[config.mk]
export PLATFORM = sky130hd
export DESIGN_NAME = shift_add_mult
export DESIGN_NICKNAME = d
export VERILOG_FILES = /design/src/rtl/mult_pkg.sv /design/src/rtl/add_nbit.sv /design/src/rtl/shift_add_mult.sv
export SDC_FILE = /design/constraint.sdc
export NUM_CORES = 1
export LEC_CHECK = 0
export ABC_AREA = 1
export BUFFER_PORTS_ARGS = -buffer_cell sky130_fd_sc_hd__buf_2
export CORE_UTILIZATION = 54
export DETAILED_ROUTE_END_ITERATION = 10
export GPL_ROUTABILITY_DRIVEN = 0
export PLACE_DENSITY = 0.81
export SYNTH_ARGS = -nofsm -noshare
export SYNTH_HDL_FRONTEND = slang
export SYNTH_HIERARCHICAL = 1
export SYNTH_SLANG_ARGS = --single-unit
[constraint.sdc]
create_clock -name clk -period 4.9 [get_ports clk]
set_input_delay 0.735 -clock clk [delete_from_list [all_inputs] [get_ports clk]]
set_output_delay 0.735 -clock clk [all_outputs]
set_load 0.01 [all_outputs]
[src/rtl/mult_pkg.sv]
// Shared definitions for the shift-and-add multiplier.
// This file holds the FSM state encodings and the default operand width.
package mult_pkg;

    localparam int DEFAULT_WIDTH = 4;

    typedef enum logic [1:0] {
        ST_IDLE = 2'd0,
        ST_CALC = 2'd1,
        ST_DONE = 2'd2
    } state_t;

endpackage : mult_pkg

[src/rtl/add_nbit.sv]
// Combinational WIDTH-bit ripple-carry adder.
// It produces the partial-product sum and carry-out for the multiplier.
module add_nbit
    import mult_pkg::*;
#(
    parameter int WIDTH = DEFAULT_WIDTH
) (
    input  logic [WIDTH-1:0] a,
    input  logic [WIDTH-1:0] b,
    input  logic             cin,
    output logic [WIDTH-1:0] sum,
    output logic             cout
);

    logic [WIDTH:0] w_carry;

    assign w_carry[0] = cin;

    for (genvar i = 0; i < WIDTH; i++) begin : g_bit
        assign sum[i]         = a[i] ^ b[i] ^ w_carry[i];
        assign w_carry[i + 1] = (a[i] & b[i]) | (w_carry[i] & (a[i] ^ b[i]));
    end

    assign cout = w_carry[WIDTH];

endmodule : add_nbit

[src/rtl/shift_add_mult.sv]
// Sequential unsigned WIDTH x WIDTH shift-and-add multiplier with valid/ready handshakes.
// Each CALC cycle adds one conditional partial product and shifts the accumulator right.
module shift_add_mult
    import mult_pkg::*;
#(
    parameter int WIDTH = DEFAULT_WIDTH
) (
    input  logic                 clk,
    input  logic                 rst,
    input  logic                 in_valid,
    output logic                 in_ready,
    input  logic [WIDTH-1:0]     a,
    input  logic [WIDTH-1:0]     b,
    output logic                 out_valid,
    input  logic                 out_ready,
    output logic [2*WIDTH-1:0]   product
);

    localparam int CNT_W = (WIDTH > 1) ? $clog2(WIDTH) : 1;

    state_t           r_state;
    state_t           w_next_state;
    logic [WIDTH-1:0] r_mcand;
    logic [WIDTH-1:0] r_acc_hi;
    logic [WIDTH-1:0] r_acc_lo;
    logic [CNT_W-1:0] r_cnt;
    logic [WIDTH-1:0] w_addend;
    logic [WIDTH-1:0] w_sum;
    logic             w_cout;
    logic             w_last;

    assign w_addend  = r_acc_lo[0] ? r_mcand : '0;
    assign w_last    = (r_cnt == CNT_W'(WIDTH - 1));
    assign in_ready  = (r_state == ST_IDLE);
    assign out_valid = (r_state == ST_DONE);
    assign product   = {r_acc_hi, r_acc_lo};

    add_nbit #(
        .WIDTH (WIDTH)
    ) u_add (
        .a    (r_acc_hi),
        .b    (w_addend),
        .cin  (1'b0),
        .sum  (w_sum),
        .cout (w_cout)
    );

    always_ff @(posedge clk) begin
        if (rst) begin
            r_state <= ST_IDLE;
        end else begin
            r_state <= w_next_state;
        end
    end

    always_comb begin
        w_next_state = r_state;
        case (r_state)
            ST_IDLE: if (in_valid)  w_next_state = ST_CALC;
            ST_CALC: if (w_last)    w_next_state = ST_DONE;
            ST_DONE: if (out_ready) w_next_state = ST_IDLE;
            default:                w_next_state = ST_IDLE;
        endcase
    end

    // The adder carry-out becomes the new accumulator MSB so no product bit is lost.
    always_ff @(posedge clk) begin
        if (rst) begin
            r_mcand  <= '0;
            r_acc_hi <= '0;
            r_acc_lo <= '0;
            r_cnt    <= '0;
        end else begin
            case (r_state)
                ST_IDLE: begin
                    if (in_valid) begin
                        r_mcand  <= a;
                        r_acc_hi <= '0;
                        r_acc_lo <= b;
                        r_cnt    <= '0;
                    end
                end
                ST_CALC: begin
                    {r_acc_hi, r_acc_lo} <= {w_cout, w_sum, r_acc_lo[WIDTH-1:1]};
                    r_cnt <= w_last ? '0 : r_cnt + CNT_W'(1);
                end
                default: begin
                end
            endcase
        end
    end

endmodule : shift_add_mult

==> results by group <==
Synthesis
  – Synth Instances: 124
  – Yosys reg bits: 16
  – Post-synth net total: between 100 and 150
  – Mean area per synthesized cell: just under 7 µm²
  – Library cells used by synthesis: 15
  – Mapped cell area: about 850 µm²
  – Sequential-to-total area share from yosys stat: 37.5%
  – Ys Warns: 6

Worst setup path
  – Crit-path max cell delay: around 0.4 ns
  – Buf/Inv on CP: 5
  – Most frequent cell on the critical path: inv_1
  – Slowest CP cell: fa_1
  – R2R depth: 12
  – Delay-heaviest family, CP: adder cells
  – Worst setup SP type: flop
  – CP arrival: approximately 2.5 ns
  – Worst path depth: 12
  – Required time of the critical path: between 5 and 6 ns
  – CP cell instances: nand2_1 > inv_1 > fa_1 > inv_1 > fa_1 > inv_1 > fa_1 > inv_1 > fa_1 > inv_1 > nand2_1 > a21oi_1
  – WS Path Type: reg2reg
  – Critical path endpoint category: flop
  – CP Max Fanout: 6

Cells and area
  – Nets: around 160
  – Non-filler cells, final: 161
  – Area grow syn2layout: 15.7%
  – Ratio of cells with drive above 1 in the final layout: around a fifth
  – Antenna cells: 0
  – Commonest non-fill, non-tap cell in the layout: nand2_1
  – Most frequent cells in the layout: nand2_1 (37), inv_1 (24), buf_2 (21)
  – Filler Cells Inserted: between 100 and 150

Clock network
  – Clk buf depth: 2
  – PostCTS Resize Cnt: 0
  – Clk sink count: 16
  – Clk slew on worst S/H paths: roughly 0.10 ns
  – Root Buffer: clkbuf_4
  – Clk Latency, worst-skew pair: between 0.2 and 0.3 ns
  – TritonCTS clock tree: done
  – H-Tree Depth: 1
  – Total CTS buffers: 3
  – Hold_buf cts: 0
  – Post-CTS setup buffers: 0

Die
  – Top-level port count: 22
  – Initial Util: between 60% and 70%
  – Die Area: ~1700 µm²
  – Site Rows: 13
  – Core box area: between 1000 and 1500 µm²
  – Die width: ~42 µm
  – Die Ht: 41.8 µm

Power and ir drop
  – Switching power: 77.2 µW
  – Clock Power Share: between 30% and 40%
  – P per Cell Area: 282 nW/µm²
  – Final Power: approximately 280 µW
  – Switching share of power: 27.8%
  – Cell-internal power: about 200 µW
  – Combinational Power Share: between 10% and 20%
  – Flop pwr share: 52.2%
  – Peak supply drop: 0.000173 V
  – Pleak: 0.000540 µW

Detailed routing
  – Routed WL per cell: roughly 10 µm
  – DRT antenna net count: 0
  – Post-route DRC: 0
  – Total Wirelength: 1.59 mm
  – DRT iter0 DRCs: 8
  – DRT Pass-1 Iters: 3
  – Via count: 766
  – Via density: approximately 4.8

Timing
  – # setup viols final: 0
  – Count of final hold-check violations: 0
  – RSZ-0062 raised after global routing: false
  – Fmax: between 400 and 500 MHz
  – Final Critical Period: 2.26 ns
  – Clk_skew: between 0.003 and 0.004 ns
  – Setup TNS: 0 ns
  – Final max-slew violation count: 0
  – Fin crit share: between 40% and 50%

Placement
  – Dpl hpwl: 1.24 mm
  – Post-Place Cells: 157
  – Count of input and output buffers: 21

GRT
  – Grt ovf: 0
  – GRT Util Overall: between 20% and 30%
  – Largest net degree at the start of global routing: 15
  – First-pass GRT wire length: between 2 and 3 mm
  – Initial antenna violation count: 0
  – Vias in the first global route: about 670

Flow run
  – Max-cap viol count: 0

Hold path
  – Worst Hold Class: reg2reg
  – Hold path cells: 2

Status
  – Outcome: finished, final reports clean
-- synthesized netlist by cell type --
cell type | count | area share (%)
a21oi_1 | 7 | 4.1
buf_6 | 2 | 2.6
clkbuf_1 | 1 | 0.44
conb_1 | 1 | 0.44
dfxtp_1 | 16 | 38
fa_1 | 4 | 9.4
ha_1 | 1 | 1.5
inv_1 | 24 | 11
inv_2 | 1 | 0.44
nand2_1 | 37 | 16
nand3_1 | 4 | 2.3
nor2_1 | 20 | 8.8
nor2_4 | 1 | 1.3
o21ai_0 | 4 | 2.3
o21ai_4 | 1 | 1.9
-- cells by family after synthesis --
group,share of synthesized area [%]
AND/OR/NAND/NOR,28.7
buffers and inverters,14.1
flip-flops,37.5
AO/OA/AOI/OAI,8.36
adder cells (fa/ha/maj),10.9
other,0.439
-- registers in the layout, summed over array words and instances (netlist names) --
| signal | count |
|---|---|
| r_cnt | 2 |
| r_acc_hi | 4 |
| r_mcand | 4 |
| r_acc_lo | 4 |
| r_state | 2 |
-- path summary, 6_finish.rpt --
kind / startpoint / end / slack (ns)
hold / removal: r_cnt[1] / r_cnt[1] / 0.49
hold reg to reg: r_cnt[1] / r_cnt[1] / 0.49
setup / recovery: r_acc_lo[0] / r_acc_hi[2] / 2.64
setup reg to reg: r_acc_lo[0] / r_acc_hi[2] / 2.64
-- worst reg2reg max path: stages, from the launching register on --
cell     delay (ns)
dfxtp_1        0.37
nand2_1        0.07
inv_1          0.05
fa_1           0.38
inv_1          0.07
fa_1           0.15
inv_1          0.05
fa_1           0.34
inv_1          0.07
fa_1           0.40
inv_1          0.06
nand2_1        0.05
a21oi_1        0.13
-- area by class of cell --
cell class / instances / area [µm²] / share of cell area, %
flip-flops and latches: 16 / 320 / 32.4
clock buffers: 4 / 36.3 / 3.68
inverters: 25 / 93.8 / 9.51
well taps: 15 / 18.8 / 1.90
multi-input cells: 80 / 413 / 41.8
repair buffers: 21 / 105 / 10.6
-- power by group through the flow --
stage | Combinational, µW | Clock [µW] | Sequential, µW
after floorplan | 32.5 | 0 | 148
after global placement | 42.6 | 0 | 148
after detailed placement | 44.1 | 0 | 148
after CTS | 44.3 | 89.4 | 145
after global routing | 50.6 | 96.3 | 147
final | 43.9 | 89.0 | 145
-- metrics by stage --
step | hold WS (ns) | setup WS, ns | instance area [µm²] | utilization (%)
2_1_floorplan | 0.443 | 2.72 | 853 | -
3_3_place_gp | 0.454 | 2.72 | 951 | 68.8
3_5_place_dp | 0.474 | 2.64 | 951 | 68.8
4_1_cts | 0.491 | 2.62 | 987 | 71.4
5_1_grt | 0.513 | 2.49 | 987 | 71.4
6_report | 0.489 | 2.64 | 987 | 71.4
-- routing by layer --
metal,track usage [%],share of wire [%],vias up,wire (µm)
met4,7.74,1.4,0,22
met2,35.3,49,14,787
met5,0,0,-,0
li1,-,-,407,-
met1,24.9,46,341,738
met3,5.65,2.8,4,45
Power figures use the tool's default switching activity.
